**config.mk**
```make
export PLATFORM = sky130hd
export DESIGN_NAME = irrigation_cycle_timer_flat
export DESIGN_NICKNAME = d
export VERILOG_FILES = /design/src/rtl/irrigation_cycle_timer_if.sv /design/src/rtl/irrigation_cycle_timer.sv /design/src/flat_wrapper.sv
export SDC_FILE = /design/constraint.sdc
export NUM_CORES = 1
export LEC_CHECK = 0
export ABC_AREA = 1
export CAP_MARGIN = 20
export CORE_MARGIN = 5
export CORE_UTILIZATION = 45
export CTS_CLUSTER_SIZE = 16
export DETAILED_ROUTE_END_ITERATION = 10
export DONT_BUFFER_PORTS = 1
export SLEW_MARGIN = 30
export SYNTH_ARGS = -nofsm -noshare
export SYNTH_HDL_FRONTEND = slang
export SYNTH_SLANG_ARGS = --single-unit
export TNS_END_PERCENT = 1
```
**constraint.sdc**
```tcl
create_clock -name clk -period 1.89 [get_ports clk]
set_input_delay 0.2835 -clock clk [delete_from_list [all_inputs] [get_ports clk]]
set_output_delay 0.2835 -clock clk [all_outputs]
set_load 0.005 [all_outputs]
```
**src/rtl/irrigation_cycle_timer_if.sv**
```systemverilog
// Signal bundle between the cycle timer and its controller: tick, commands and status.
// The master side drives the tick and commands; the slave side is the timer itself.
interface irrigation_cycle_timer_if #(
    parameter int CNT_W = 8
) ();
    logic             tick_in;
    logic             start;
    logic             stop;
    logic             mode;
    logic             valve_on;
    logic             busy;
    logic             done;
    logic             aborted;
    logic [CNT_W-1:0] remaining;

    modport master (
        output tick_in, start, stop, mode,
        input  valve_on, busy, done, aborted, remaining
    );

    modport slave (
        input  tick_in, start, stop, mode,
        output valve_on, busy, done, aborted, remaining
    );
endinterface

```
**src/rtl/irrigation_cycle_timer.sv**
```systemverilog
// Times one watering cycle: valve open for a mode-selected number of slow ticks, then a
// valve-closed settle interval. The slow tick is synchronized and edge-detected on clk.
module irrigation_cycle_timer #(
    parameter int CNT_W        = 8,
    parameter int DRIP_TICKS   = 60,
    parameter int SPRK_TICKS   = 20,
    parameter int SETTLE_TICKS = 4
) (
    input  logic                     clk,
    input  logic                     rstn,
    irrigation_cycle_timer_if.slave  bus
);

    localparam logic [1:0] S_IDLE   = 2'd0;
    localparam logic [1:0] S_WATER  = 2'd1;
    localparam logic [1:0] S_SETTLE = 2'd2;
    localparam logic [1:0] S_DONE   = 2'd3;

    localparam logic [CNT_W-1:0] L_DRIP   = CNT_W'(DRIP_TICKS);
    localparam logic [CNT_W-1:0] L_SPRK   = CNT_W'(SPRK_TICKS);
    localparam logic [CNT_W-1:0] L_SETTLE = CNT_W'(SETTLE_TICKS);

    logic             r_sync1;
    logic             r_sync2;
    logic             r_tick_prev;
    logic             w_tick_p;
    logic [1:0]       r_state;
    logic [CNT_W-1:0] r_remaining;
    logic             r_valve;
    logic             r_aborted;
    logic [CNT_W-1:0] w_duration;

    // NOTE: tick_in is asynchronous to clk; two flops resolve metastability before any logic sees it.
    always_ff @(posedge clk or negedge rstn) begin
        if (!rstn) begin
            r_sync1     <= 1'b0;
            r_sync2     <= 1'b0;
            r_tick_prev <= 1'b0;
        end else begin
            r_sync1     <= bus.tick_in;
            r_sync2     <= r_sync1;
            r_tick_prev <= r_sync2;
        end
    end

    assign w_tick_p   = r_sync2 & ~r_tick_prev;
    assign w_duration = bus.mode ? L_SPRK : L_DRIP;

    // NOTE: all state uses non-blocking assignments so every flop samples pre-edge values.
    always_ff @(posedge clk or negedge rstn) begin
        if (!rstn) begin
            r_state     <= S_IDLE;
            r_remaining <= '0;
            r_valve     <= 1'b0;
            r_aborted   <= 1'b0;
        end else begin
            case (r_state)
                S_IDLE: begin
                    if (bus.start) begin
                        r_aborted <= 1'b0;
                        if (w_duration == '0) begin
                            r_state     <= S_SETTLE;
                            r_remaining <= L_SETTLE;
                        end else begin
                            r_state     <= S_WATER;
                            r_valve     <= 1'b1;
                            r_remaining <= w_duration;
                        end
                    end
                end
                S_WATER: begin
                    // Abort has priority over a tick landing on the same edge.
                    if (bus.stop) begin
                        r_state     <= S_SETTLE;
                        r_valve     <= 1'b0;
                        r_aborted   <= 1'b1;
                        r_remaining <= L_SETTLE;
                    end else if (w_tick_p) begin
                        if (r_remaining <= CNT_W'(1)) begin
                            r_state     <= S_SETTLE;
                            r_valve     <= 1'b0;
                            r_remaining <= L_SETTLE;
                        end else begin
                            r_remaining <= r_remaining - CNT_W'(1);
                        end
                    end
                end
                S_SETTLE: begin
                    if (r_remaining == '0) begin
                        r_state <= S_DONE;
                    end else if (w_tick_p) begin
                        if (r_remaining == CNT_W'(1)) begin
                            r_state     <= S_DONE;
                            r_remaining <= '0;
                        end else begin
                            r_remaining <= r_remaining - CNT_W'(1);
                        end
                    end
                end
                S_DONE: begin
                    r_state     <= S_IDLE;
                    r_remaining <= '0;
                end
                default: begin
                    r_state     <= S_IDLE;
                    r_valve     <= 1'b0;
                    r_remaining <= '0;
                end
            endcase
        end
    end

    assign bus.valve_on  = r_valve;
    assign bus.busy      = (r_state != S_IDLE);
    assign bus.done      = (r_state == S_DONE);
    assign bus.aborted   = r_aborted;
    assign bus.remaining = r_remaining;

endmodule

```
**src/flat_wrapper.sv**
```systemverilog
// flat-port wrapper written by rule: the top's interface ports become plain ports
module irrigation_cycle_timer_flat 
#(
    parameter int CNT_W        = 8,
    parameter int DRIP_TICKS   = 60,
    parameter int SPRK_TICKS   = 20,
    parameter int SETTLE_TICKS = 4
)
  (clk, rstn, bus_tick_in, bus_start, bus_stop, bus_mode, bus_valve_on, bus_busy, bus_done, bus_aborted, bus_remaining);
  irrigation_cycle_timer_if #(.CNT_W(CNT_W)) bus_i ();
  input  logic clk;
  input  logic rstn;
  input wire logic [$bits(bus_i.tick_in)-1:0] bus_tick_in;
  input wire logic [$bits(bus_i.start)-1:0] bus_start;
  input wire logic [$bits(bus_i.stop)-1:0] bus_stop;
  input wire logic [$bits(bus_i.mode)-1:0] bus_mode;
  output wire logic [$bits(bus_i.valve_on)-1:0] bus_valve_on;
  output wire logic [$bits(bus_i.busy)-1:0] bus_busy;
  output wire logic [$bits(bus_i.done)-1:0] bus_done;
  output wire logic [$bits(bus_i.aborted)-1:0] bus_aborted;
  output wire logic [$bits(bus_i.remaining)-1:0] bus_remaining;
  assign bus_i.tick_in = bus_tick_in;
  assign bus_i.start = bus_start;
  assign bus_i.stop = bus_stop;
  assign bus_i.mode = bus_mode;
  assign bus_valve_on = bus_i.valve_on;
  assign bus_busy = bus_i.busy;
  assign bus_done = bus_i.done;
  assign bus_aborted = bus_i.aborted;
  assign bus_remaining = bus_i.remaining;
  irrigation_cycle_timer #(.CNT_W(CNT_W), .DRIP_TICKS(DRIP_TICKS), .SPRK_TICKS(SPRK_TICKS), .SETTLE_TICKS(SETTLE_TICKS)) u_core (.clk(clk), .rstn(rstn), .bus(bus_i));
endmodule
```
---- Word-level counts from Yosys, hierarchy flattened ----
Index checks and enable logic that the tools add are counted.
word-level totals
  register bits ........................... 15
  input port bits ......................... 6
  output and inout port bits .............. 12
operators by class
  add/subtract/negate cells ............... 1
  magnitude comparators ................... 1
  equal/unequal tests ..................... 13
  muxes and demuxes ....................... 28
  bitwise logic cells ..................... 2
  reduce and logical (&&, ||, !) cells .... 9
operator list
  cell                                                                      count
  8-bit two-way mux                                                         8
  8-bit case mux with 4 select lines                                        1
  8-bit logical NOT                                                         2
  2-bit two-way mux                                                         8
  5-bit AND reduction                                                       2
  8-bit by 1-bit equality test with 1-bit output (second input constant)    1
  8-bit by 1-bit <= comparator with 1-bit output (second input constant)    1
  2-bit inequality test (second input constant)                             4
  2-bit case mux with 4 select lines                                        1
  8-bit by 1-bit subtractor with 8-bit output (second input constant)       1
  1-bit two-way mux                                                         7
  6-bit two-way mux                                                         1
  3-bit by 1-bit inequality test with 1-bit output (second input constant)  2
  3-bit by 2-bit inequality test with 1-bit output (second input constant)  2
  2-bit equality test (second input constant)                               2
  1-bit case mux with 2 select lines                                        2
  4-bit AND reduction                                                       1
  2-bit nonzero test                                                        2
  3-bit AND reduction                                                       1
  2-bit by 1-bit equality test with 1-bit output (second input constant)    1
  2-bit logical NOT                                                         1
  2-bit by 1-bit inequality test with 1-bit output (second input constant)  1
  1-bit AND                                                                 1
  1-bit inverter                                                            1

---- Longest topological paths before layout ----
  depth after elaboration ................. 5
  mapped depth ............................ 10

---- Least setup slack after synthesis ----
OpenSTA, ideal clock, no wires.
  path type ............................... reg2reg
  start ................................... register u_core.r_remaining[0] (netlist: u_core.bus.remaining[0])
  end ..................................... register u_core.r_remaining[4] (netlist: u_core.bus.remaining[4])
  library setup time ...................... 0.073 ns
  arrival ................................. 1.439 ns
  slack ................................... 0.378 ns
  cell stages (with the launch flop) ...... 8
  cells stage by stage .................... dfrtp_1 -> inv_1 -> ha_1 -> o21ai_0 -> o21ai_2 -> nand2_1 -> nand2_1 -> a21oi_2
on the way
  longest elaborated chain between the ends .. 5
  elaborated cells on any way between the ends .. 13
  classes of those cells .................. 1 x add/sub; 1 x order compare; 2 x eq/ne; 7 x mux; 2 x reduce/logical
ends and longest elaborated chain
  element                                                                    RTL line                                                    text
  start, declared                                                            irrigation_cycle_timer.sv:28                                logic [CNT_W-1:0] r_remaining;
  start signal, assigned                                                     irrigation_cycle_timer.sv:67                                r_remaining <= w_duration;
  start signal, assigned                                                     irrigation_cycle_timer.sv:84                                r_remaining <= r_remaining - CNT_W'(1);
  start signal, assigned                                                     irrigation_cycle_timer.sv:96                                r_remaining <= r_remaining - CNT_W'(1);
  8-bit by 1-bit subtractor with 8-bit output, or another cell as far along  irrigation_cycle_timer.sv:84, irrigation_cycle_timer.sv:96
  8-bit two-way mux, on equally long branches                                irrigation_cycle_timer.sv:92, irrigation_cycle_timer.sv:79
  8-bit two-way mux, on equally long branches                                irrigation_cycle_timer.sv:91, irrigation_cycle_timer.sv:78
  8-bit two-way mux, on equally long branches                                irrigation_cycle_timer.sv:89, irrigation_cycle_timer.sv:73
  8-bit case mux with 4 select lines                                         irrigation_cycle_timer.sv:57                                case (r_state)
Parallel ways exist; a longest one is shown, timed or not. The select of a mux whose other input is x is not followed.
A chain may end at the register's enable or synchronous reset.

---- Worst setup path after layout ----
  start ................................... register u_core.r_remaining[0] (netlist: u_core.bus.remaining[0])
  end ..................................... register u_core.r_state[0]
on the way
  longest elaborated chain between the ends .. 3
  elaborated cells on any way between the ends .. 9
  classes of those cells .................. 1 x order compare; 4 x eq/ne; 2 x mux; 2 x reduce/logical
ends and longest elaborated chain
  element                                                                                   RTL line                      text
  8-bit by 1-bit <= comparator with 1-bit output, or another cell as far along              irrigation_cycle_timer.sv:79  if (r_remaining <= CNT_W'(1)) begin
  3-bit by 2-bit inequality test with 1-bit output (no line), or another cell as far along  -
  5-bit AND reduction (no line) or 2-bit case mux with 4 select lines (tied branches)       -
  end signal, assigned                                                                      irrigation_cycle_timer.sv:80  r_state <= S_SETTLE;
  end signal, assigned                                                                      irrigation_cycle_timer.sv:90  r_state <= S_DONE;
  end signal, assigned                                                                      irrigation_cycle_timer.sv:93  r_state <= S_DONE;
  end, declared                                                                             irrigation_cycle_timer.sv:27  logic [1:0] r_state;
Parallel ways exist; a longest one is shown, timed or not.

==> key figures <==
Worst setup path
  – Crit path capture type: register
  – Critical Path AT: 1.85 ns
  – R2R setup slack: between 0.2 and 0.25 ns
  – Worst reg2reg endpoint: u_core.r_state[0]
  – WP data required: 2.07 ns
  – Worst-path maximum fanout: 6
  – Worst reg-to-reg path cell count: 8
  – Worst flop-to-flop path startpoint: u_core.bus.remaining[0]
  – Startpoint Class: register
  – Crit path kind: reg -> reg
  – Crit path launch: u_core.bus.remaining[0]

Yosys
  – Synth Area in Adders: 0.09569
  – Post-synthesis cell type count: 22
  – Simple-Gate Fraction of Synth Area: 0.3600
  – Yosys top cell area share: 0.3589
  – Ys flop type: dfrtp_1
  – Async S/R FF share, synth: 1.000
  – Post-Syn Nets: between 150 and 200
  – Post-synthesis sequential area ratio: 0.3589
  – #FFs+latches synth: 15
  – Ranking of synthesized cells by area: dfrtp_1, nand2_1, ha_1
  – Xor and xnor area share after synthesis: 0.01675
  – Synth Instances: roughly 150
  – Mux cell area share after synthesis: 0
  – Avg Cell Area, Syn: around 7 µm²
  – Complex-gate fraction of the synthesized area: 0.06818
  – Synth warn: 0
  – Post-synth EDFFs: 0
  – Yosys top cell by area: dfrtp_1
  – Post-Syn Area: about 0.0010 mm²
  – Main combinational cell family by area after synthesis: simple AND/OR/NAND/NOR gates
  – Cell with the most instances after synthesis: nand2_1
  – Synth cell count leaders: nand2_1, inv_1, nor2_1

CTS
  – Clk pin slew, worst setup/hold paths: about 0.090 ns
  – H-Tree Depth: 1
  – Clk_lat worst skew: between 0.2 and 0.3 ns
  – Cts bufs inserted: 3
  – CTS sink cnt: 15
  – Post-CTS Setup Inserts: 0
  – Clk buf depth: 2
  – CTS tree: yes
  – Clock root buffer: clkbuf_4

Timing
  – Worst-Margin Slew: about 0.69 ns
  – Final min period: 1.661 ns
  – Relative slew slack: 0.5362
  – Clock Skews: between 0.002 and 0.0025 ns
  – Fin crit share: 0.8790
  – Final setup TNS: 0 ns
  – Slew Viols, Final: 0
  – Final hold violations: 0
  – Fmax: between 0.6 and 0.7 GHz
  – Final-report setup violation count: 0
  – Worst Slack Setup Final: roughly 0.23 ns
  – RSZ-0062 raised after global routing: no

Floorplan
  – Row cnt: 17
  – Die Wd: 58.21 µm
  – I/O pins: 18
  – Core area: 0.002212 mm²
  – Area of the die: roughly 0.0034 mm²
  – Die H: 58.21 µm
  – Starting Density: 0.4729

GRT
  – First-pass GRT wire length: 3408 µm
  – GR Overflow Total: 0
  – Largest net degree at the start of global routing: 16
  – Initial antenna violation count: 0
  – GRT Total Usage: 0.1300
  – Vias in the first global route: ~800

Placed design
  – I/O Buffers: 0
  – DP Worst Slack: approximately 0.16 ns
  – DP HPWL: 1583 µm
  – RePlAce Congestion: 0.8696

Finish
  – Area of the multi-input gates: 568.0 µm²
  – Seq. cell area: 375.4 µm²
  – Layout cells sized above 1: 0.09091
  – Area grow syn2layout: 7.057%
  – Antenna cells: 0
  – Layout fillers: around 230
  – Finished Core Util: 0.5062
  – # nets final: around 170

Min path
  – Hold EP: u_core.bus.remaining[5]
  – Hold Path Depth: 3
  – Hold wc startpoint: bus_mode
  – Hold Crit Class: in -> reg

Routing
  – Drt pass-1 iters: 4
  – Post-Route WL: 2000 µm
  – Routed len/inst: 10.99 µm
  – Drt first-iter violations: 14
  – Vias: roughly 870
  – Via/cell ratio: approximately 4.8
  – Antenna-violating nets left: 0
  – DRC violations left: 0

Power
  – Leakage: approximately 0.63 nW
  – Maximum VDD drop: about 0.00078 V
  – Total Power: between 1.5 and 2 mW
  – Pwr Density: between 1500 and 2000 mW/mm²

Run status
  – Outcome: complete, no violations

Job
  – Max-Cap Viols: 0
[cell families after synthesis]
logic type               Yosys count
XOR/XNOR                           2
AO/OA/AOI/OAI                     10
AND/OR/NAND/NOR                   88
flip-flops                        15
adder cells (fa/ha/maj)            8
buffers and inverters             26
[placed cells by master, fill, tap and decap left out]
master	n
a21oi_1	4
a21oi_2	1
a21oi_4	1
and2_1	1
clkbuf_4	3
clkinv_2	1
dfrtp_1	15
dlygate4sd3_1	2
ha_1	8
inv_1	25
nand2_1	45
nand2_2	2
nand3_1	11
nand3_2	1
nand4_1	2
nor2_1	21
nor2_2	3
nor2_4	1
nor3_1	1
o21a_1	1
o21ai_0	1
o21ai_1	1
o21ai_2	1
xor2_1	2
[worst max-delay path: stages (launching register included)]
cell	delay (ns)
dfrtp_1	0.46
inv_1	0.15
ha_1	0.23
o21ai_0	0.15
o21ai_2	0.18
and2_1	0.20
nand2_1	0.08
nand2_1	0.06
nand2_1	0.05
[stage by stage]
step | hold WS [ns] | instances | area (µm²)
final | 0.2360 | 182 | 1120
after global routing | 0.2380 | 182 | 1120
after CTS | 0.005555 | 181 | 1107
after detailed placement | -0.01164 | 176 | 1070
after global placement | -0.01170 | 176 | 1070
after floorplan | -0.01209 | 149 | 1046
[power breakdown]
part	leakage, nW	total (mW)	internal [mW]	switching (mW)
Combinational	0.426	1.06	0.380	0.680
Clock	0.0177	0.182	0.0788	0.103
Sequential	0.183	0.586	0.438	0.149
[how the worst max path moves through the flow]
| stage | endpoint | cells after the start |
|---|---|---|
| after detailed placement | u_core.bus.remaining[3] | 7 |
| after global placement | u_core.bus.remaining[1] | 9 |
| after floorplan | u_core.bus.remaining[4] | 7 |
| after global routing | u_core.r_state[0] | 8 |
| final | u_core.r_state[0] | 8 |
| after CTS | u_core.bus.remaining[3] | 7 |
[state kept, by name, indices dropped and copies added (netlist names)]
signal	cells
u_core.bus.aborted	1
u_core.r_tick_prev	1
u_core.bus.valve_on	1
u_core.r_sync2	1
u_core.r_state	2
u_core.r_sync1	1
u_core.bus.remaining	8
[layer usage]
metal,wire [µm],GRT usage
met2,919,0.2097
met4,8,0.01987
met5,0,0
met3,135,0.06236
met1,936,0.1605
[cell type report]
cell class	instances	area share
multi-input combinational	108	0.5073
sequential	15	0.3352
inverter	25	0.08380
tap	28	0.03129
clock buffer	3	0.02011
timing repair buffer	2	0.01788
clock inverter	1	0.004469
[what timing repair did]
action	in CTS	in global routing
resized for setup	0	1
endpoints found under the setup margin	0	6
hold buffers	1	1
hold endpoints to repair	15	1
Note: power is estimated with default switching activity, not from simulation.
